`config.mk`:
```
export PLATFORM = sky130hd
export DESIGN_NAME = coffee_dispense_ctrl
export DESIGN_NICKNAME = d
export VERILOG_FILES = /design/src/rtl/coffee_dispense_ctrl.sv
export SDC_FILE = /design/constraint.sdc
export NUM_CORES = 1
export LEC_CHECK = 0
export ABC_AREA = 1
export BUFFER_PORTS_ARGS = -buffer_cell sky130_fd_sc_hd__buf_2
export CORE_AREA = 2 2 62 79
export DETAILED_ROUTE_END_ITERATION = 12
export DIE_AREA = 0 0 64 81
export HOLD_SLACK_MARGIN = 0.12
export PLACE_DENSITY = 0.51
export REMOVE_ABC_BUFFERS = 1
export SETUP_SLACK_MARGIN = 0.15
export SLEW_MARGIN = 20
export SYNTH_ARGS = -nofsm -noshare
export SYNTH_HDL_FRONTEND = slang
export SYNTH_SLANG_ARGS = --single-unit
export TNS_END_PERCENT = 10
```
`constraint.sdc`:
```
create_clock -name clk -period 4.15 [get_ports clk]
set_clock_uncertainty 0.1 [all_clocks]
set_input_delay 0.415 -clock clk [delete_from_list [all_inputs] [get_ports clk]]
set_output_delay 0.415 -clock clk [all_outputs]
set_load 0.005 [all_outputs]
```
`src/rtl/coffee_dispense_ctrl.sv`:
```
// rtl/coffee_dispense_ctrl.sv - coffee vend sequencer: change return, brew valve timing, done pulse
//
// Purpose : On a rising edge of the vend request, returns the change owed one
//           25p coin at a time through the hopper handshake. It then opens the
//           brew valve for BREW_CYCLES cycles and pulses done.
//           A hopper that never acknowledges raises a sticky fault. The coins it
//           still owed are written off, and the brew still happens.
// Params  : BREW_CYCLES  valve-open cycles per cup (1..255)
//           ACK_TIMEOUT  cycles to wait for coin_ack per coin (1..255)
// Macro   : CUP_DETECT_EN adds cup_present; the valve only opens (and the brew
//           counter only advances) while a cup is present.
// Ports   : clk          rising-edge clock
//           rst          synchronous active-high reset
//           coffee       vend request (edge-triggered)
//           balance      coins owed, valid with coffee
//           coin_ack     hopper ejected one coin
//           cup_present  cup in place (CUP_DETECT_EN only)
//           valve        brew valve open
//           coin_eject   eject-one-coin request
//           busy         vend in progress
//           done         one-cycle vend-complete pulse
//           change_left  coins still to be returned
//           fault        sticky hopper timeout

module coffee_dispense_ctrl #(
    parameter int BREW_CYCLES = 8,
    parameter int ACK_TIMEOUT = 16
) (
    input  logic       clk,
    input  logic       rst,
    input  logic       coffee,
    input  logic [1:0] balance,
    input  logic       coin_ack,
`ifdef CUP_DETECT_EN
    input  logic       cup_present,
`endif
    output logic       valve,
    output logic       coin_eject,
    output logic       busy,
    output logic       done,
    output logic [1:0] change_left,
    output logic       fault
);

    typedef enum logic [2:0] {
        IDLE,
        EJECT,
        WAIT_ACK,
        BREW,
        DONE
    } state_t;

    localparam logic [7:0] BREW_N   = 8'(BREW_CYCLES);
    localparam logic [7:0] ACK_LAST = 8'(ACK_TIMEOUT - 1);

    state_t     state;
    logic       coffee_q;
    logic [7:0] brew_cnt;
    logic [7:0] ack_cnt;
    logic       cup_ok;

`ifdef CUP_DETECT_EN
    assign cup_ok = cup_present;
`else
    assign cup_ok = 1'b1;
`endif

    always_ff @(posedge clk) begin
        if (rst) begin
            state       <= IDLE;
            coffee_q    <= 1'b0;
            brew_cnt    <= 8'd0;
            ack_cnt     <= 8'd0;
            valve       <= 1'b0;
            coin_eject  <= 1'b0;
            busy        <= 1'b0;
            done        <= 1'b0;
            change_left <= 2'd0;
            fault       <= 1'b0;
        end else begin
            coffee_q <= coffee;
            case (state)
                IDLE: begin
                    // The edge detect also blocks a request held high across the return to IDLE.
                    if (coffee && !coffee_q) begin
                        change_left <= balance;
                        busy        <= 1'b1;
                        brew_cnt    <= 8'd0;
                        state       <= (balance != 2'd0) ? EJECT : BREW;
                    end
                end
                EJECT: begin
                    coin_eject <= 1'b1;
                    ack_cnt    <= 8'd0;
                    state      <= WAIT_ACK;
                end
                WAIT_ACK: begin
                    coin_eject <= 1'b0;
                    if (coin_ack) begin
                        if (change_left != 2'd0) begin
                            change_left <= change_left - 2'd1;
                        end
                        // More than one coin owed before this ack means more to eject.
                        if (change_left > 2'd1) begin
                            state <= EJECT;
                        end else begin
                            brew_cnt <= 8'd0;
                            state    <= BREW;
                        end
                    end else if (ack_cnt == ACK_LAST) begin
                        fault       <= 1'b1;
                        change_left <= 2'd0;
                        brew_cnt    <= 8'd0;
                        state       <= BREW;
                    end else begin
                        ack_cnt <= ack_cnt + 8'd1;
                    end
                end
                BREW: begin
                    // The valve output lags the state by one cycle. The final count
                    // therefore closes the valve and raises done together.
                    if (brew_cnt == BREW_N) begin
                        valve <= 1'b0;
                        done  <= 1'b1;
                        state <= DONE;
                    end else if (cup_ok) begin
                        valve    <= 1'b1;
                        brew_cnt <= brew_cnt + 8'd1;
                    end else begin
                        valve <= 1'b0;
                    end
                end
                DONE: begin
                    done  <= 1'b0;
                    busy  <= 1'b0;
                    state <= IDLE;
                end
                default: begin
                    state <= IDLE;
                end
            endcase
        end
    end

endmodule
```
* Word-level counts from Yosys, hierarchy flattened
Cells that the tools add are included.
** Storage, ports and cells
- Register bits :: 27
- Input bits :: 6
- Output and inout port bits :: 7
- Logic and storage cells :: 73
** Operators by class
- Add/subtract/negate cells :: 3
- Magnitude comparators :: 1
- Equality and inequality tests :: 14
- Muxes and demuxes :: 27
- Bitwise gates (word level) :: 1
- Reductions and logical operators :: 17
** Operator list (count)
- $mux W8 :: 7
- $pmux W8 S3 :: 1
- $add A8 B1 Y8 const B :: 2
- $eq A8 B4 Y1 const B :: 2
- $pmux W8 S2 :: 1
- $mux W2 :: 6
- $mux W3 :: 4
- $pmux W3 S4 :: 1
- $reduce_bool A2 Y1 :: 6
- $ne A2 B2 Y1 const B :: 5
- $ne A3 B3 Y1 const B :: 3
- $reduce_and A3 Y1 :: 3
- $eq A3 B2 Y1 const B :: 2
- $pmux W1 S2 :: 3
- $reduce_and A5 Y1 :: 1
- $pmux W2 S2 :: 1
- $reduce_and A2 Y1 :: 2
- $reduce_and A4 Y1 :: 1
- $eq A3 B1 Y1 const B :: 1
- $eq A3 B3 Y1 const B :: 1
- $logic_not A3 Y1 :: 1
- $mux W1 :: 3
- $reduce_bool A3 Y1 :: 1
- $gt A2 B1 Y1 const B :: 1
- other kinds (4) :: 4

* Logic depth before layout (Yosys ltp)
- Word-level depth :: 4
- Mapped depth :: 11

* Worst setup path before layout
No wires, ideal clock.
- Path type :: register to register
- Start point :: register ack_cnt[0]
- End point :: register brew_cnt[0]
- Arrival :: 1.210 ns
- Data required time :: 3.937 ns
- Slack :: 2.728 ns
- Stages on the path, launching flop included :: 9
- Buffers on the path :: 0
- Cell sequence :: dfxtp_1 -> ha_1 -> nand3_2 -> o21ai_2 -> nand2_2 -> nor2_4 -> nand2_1 -> nand2_1 -> nor2_1
** Between the ends
- Longest elaborated chain between the ends :: 3
** RTL lines
- start, declared :: line 59 : logic [7:0] ack_cnt;
- start signal, assigned :: line 116 : ack_cnt <= ack_cnt + 8'd1;
- $eq A8 B4 Y1 :: line 110 : end else if (ack_cnt == ACK_LAST) begin
- $ne A3 B3 Y1 (no source line)
- $reduce_and A5 Y1 (no source line)
- end signal, assigned :: line 128 : brew_cnt <= brew_cnt + 8'd1;
- end, declared :: line 58 : logic [7:0] brew_cnt;
No other way between the ends.
A chain may end at the register's enable or synchronous reset.

* Worst setup path after layout
- Start point :: register ack_cnt[0]
- End point :: register brew_cnt[1]
The elaborated chain is that of the path after synthesis.

==> metrics.md <==
| Metric | Value |
|---|---|
| Hold_buf cts | `0` |
| Router iterations before antenna repair | `3` |
| Area growth syn-to-layout | `10.7%` |
| I/O Pins | `13` |
| Post CTS Setup Buffer Count | `0` |
| DP HPWL | `about 2600 µm` |
| Synth Warn # | `0` |
| Worst Path Required | `4.23 ns` |
| Worst slew pin tran | `0.377 ns` |
| Cell Area, Synth | `1520 µm²` |
| Hold Crit Class | `input port to flop` |
| Die Wd | `about 64 µm` |
| Hold endpoint | `coffee_q` |
| Die height | `between 80 and 90 µm` |
| CTS max path bufs | `2` |
| Routed Antenna Nets | `0` |
| Status | `finished clean` |
| Via count | `1302` |
| Sequential fraction of the synthesis area | `between 30 and 40%` |
| Clk root buf | `clkbuf_8` |
| F_max | `0.619 GHz` |
| Initial antenna violation count | `0` |
| Final Cell Area | `between 1500 and 2000 µm²` |
| Slew margin rel. | `74.8%` |
| Critical path arrival | `between 1.5 and 2 ns` |
| Reg2Reg Capture Point | `brew_cnt[1]` |
| CP max FO | `4` |
| # diodes | `0` |
| Asr flop ratio synth | `0%` |
| Pre-CTS setup slack | `2.54 ns` |
| First-pass GRT wire length | `5520 µm` |
| Hold_ws | `0.252 ns` |
| EDFF count, synth | `0` |
| Die Area | `~5200 µm²` |
| Reg clk slew, reported paths | `~0.1 ns` |
| Cells after Synth | `218` |
| CTS tree | `built` |
| Drt drc | `0` |
| Core ar. | `~4500 µm²` |
| Final worst slack | `2.54 ns` |
| Yosys reg bits | `27` |
| Number of global-route vias before repair | `1311` |
| Layout cells sized above 1 | `18.6%` |
| FP Rows | `28` |
| FF+latch area | `541 µm²` |
| CTS H-tree lvls | `1` |
| RSZ-0062 raised after global routing | `false` |
| Worst Reg-to-Reg Cells | `8` |
| Syn avg cell area | `6.96 µm²` |
| Initial core utilization | `between 30% and 40%` |
| LEAKAGE | `0.720 nW` |
| Final Max Slew Viols | `0` |
| Period utilization | `roughly two fifths` |
| Placed cells | `about 290` |
| Setup crit end kind | `flop` |
| GRT Total Usage | `13.5%` |
| Synth cell types | `30` |
| Setup CP Type | `flop to flop` |
| Hold_sp | `coffee` |
| Finished Core Util | `37.2%` |
| Avg WL per Cell | `11.0 µm` |
| Final setup TNS | `0 ns` |
| CTS Buf Count | `3` |
| WL final | `between 3000 and 4000 µm` |
| Peak VDD IR | `148 µV` |
| Non-Filler Instances | `291` |
| Via/cell ratio | `4.47` |
| PostCTS Resize Cnt | `0` |
| Largest net degree at the start of global routing | `17` |
| Final weighted congestion in routability-driven placement | `0.769` |
| Worst-skew pair later-pin latency | `0.27 ns` |
| Max-Cap Viols | `0` |
| Final setup violation count | `0` |
| PwrDens | `418 nW/µm²` |
| CP Launch Type | `flop` |
| Hold depth | `3` |
| CTS Sinks | `27` |
| R2R Setup Slk | `approximately 2.5 ns` |
| Total chip power | `approximately 700 µW` |
| Reg-to-Reg Start | `ack_cnt[0]` |
| Final net count | `243` |
| Fillers | `509` |
| Initial DRC Count | `22` |
| Dominant synthesized flop cell | `dfxtp_1` |
| Dpl cell area | `1630 µm²` |
| Grt ovf | `0` |
| IO buf count | `12` |
| Min cycle time layout | `1.61 ns` |
| Final Hold Fails | `0` |
| Area occupied by multi-input gates | `837 µm²` |
[flip-flops by register name, indices dropped and copies added, names as in the netlist]
| register | count |
|---|---|
| ack_cnt | 8 |
| brew_cnt | 8 |
| busy | 1 |
| change_left | 2 |
| coffee_q | 1 |
| coin_eject | 1 |
| done | 1 |
| fault | 1 |
| state | 3 |
| valve | 1 |
[placed cells by master, fill, tap and decap left out, drive strengths merged]
cell type	n
clkbuf	3
nand2	51
nand3b	1
o22ai	2
o21bai	3
nor3b	1
dfxtp	27
nor4	1
a22oi	1
a21oi	16
ha	5
buf	12
nor2	45
o21ai	9
nand4	1
nand3	18
inv	31
a31oi	1
clkinv	1
nor3	2
[cell type report]
type                    count  area share, %
flip-flops and latches     27           32.2
inverters                  31           7.22
repair buffers             12           3.57
clock buffers               3           2.46
multi-input cells         157           49.8
well taps                  60           4.47
clock inverters             1          0.298
[worst max-delay path: stages (launching register included)]
cell,delay (ns)
dfxtp_1,0.39
ha_1,0.22
nand3_2,0.13
o21ai_2,0.27
nand2_2,0.11
nor2_4,0.14
nand2_1,0.07
nand2_1,0.06
nor2_1,0.04
[per-layer routing]
metal / wire, µm / track usage, % / vias to the layer above
met5: 0 / 0 / -
met4: 30 / 4.57 / 0
met3: 27 / 1.25 / 2
met2: 1860 / 28.1 / 4
met1: 1290 / 13.6 / 583
li1: - / - / 713
[how the worst max path moves through the flow]
| stage | start | to | slack [ns] | depth (start not counted) |
|---|---|---|---|---|
| floorplan | ack_cnt[0] | brew_cnt[0] | 2.73 | 8 |
| global placement | ack_cnt[0] | brew_cnt[1] | 2.53 | 8 |
| detailed placement | ack_cnt[0] | brew_cnt[1] | 2.54 | 8 |
| CTS | ack_cnt[0] | change_left[1] | 2.52 | 9 |
| global route | ack_cnt[0] | change_left[1] | 2.38 | 9 |
| finish | ack_cnt[0] | brew_cnt[1] | 2.54 | 8 |
[cells by family (layout without fill, tap and decap cells)]
group	Yosys count	after routing	synth area share, %
simple gates	120	120	38.8
buf+inv	34	47	9.23
fa+ha+maj	5	5	4.12
compound gates	32	32	12.2
flops	27	27	35.6
[power by group]
group	internal (mW)	switching [mW]	leakage [nW]
logic	0.0849	0.153	0.475
registers	0.284	0.0284	0.220
clock network	0.0673	0.0838	0.0255
[synth_stat cells, types with 3 or more instances]
library cell	number	area [µm²]
nand2_1	43	161
nor2_1	37	139
inv_1	26	97.6
nor2_4	4	45.0
o21ai_0	7	35.0
a21oi_1	14	70.1
nand3_1	16	80.1
inv_2	3	11.3
nor2_2	4	25.0
ha_1	5	62.6
o21bai_1	3	22.5
nand2_4	4	45.0
nand2_2	4	25.0
dfxtp_1	27	541
(Power assumes the default switching activity.)
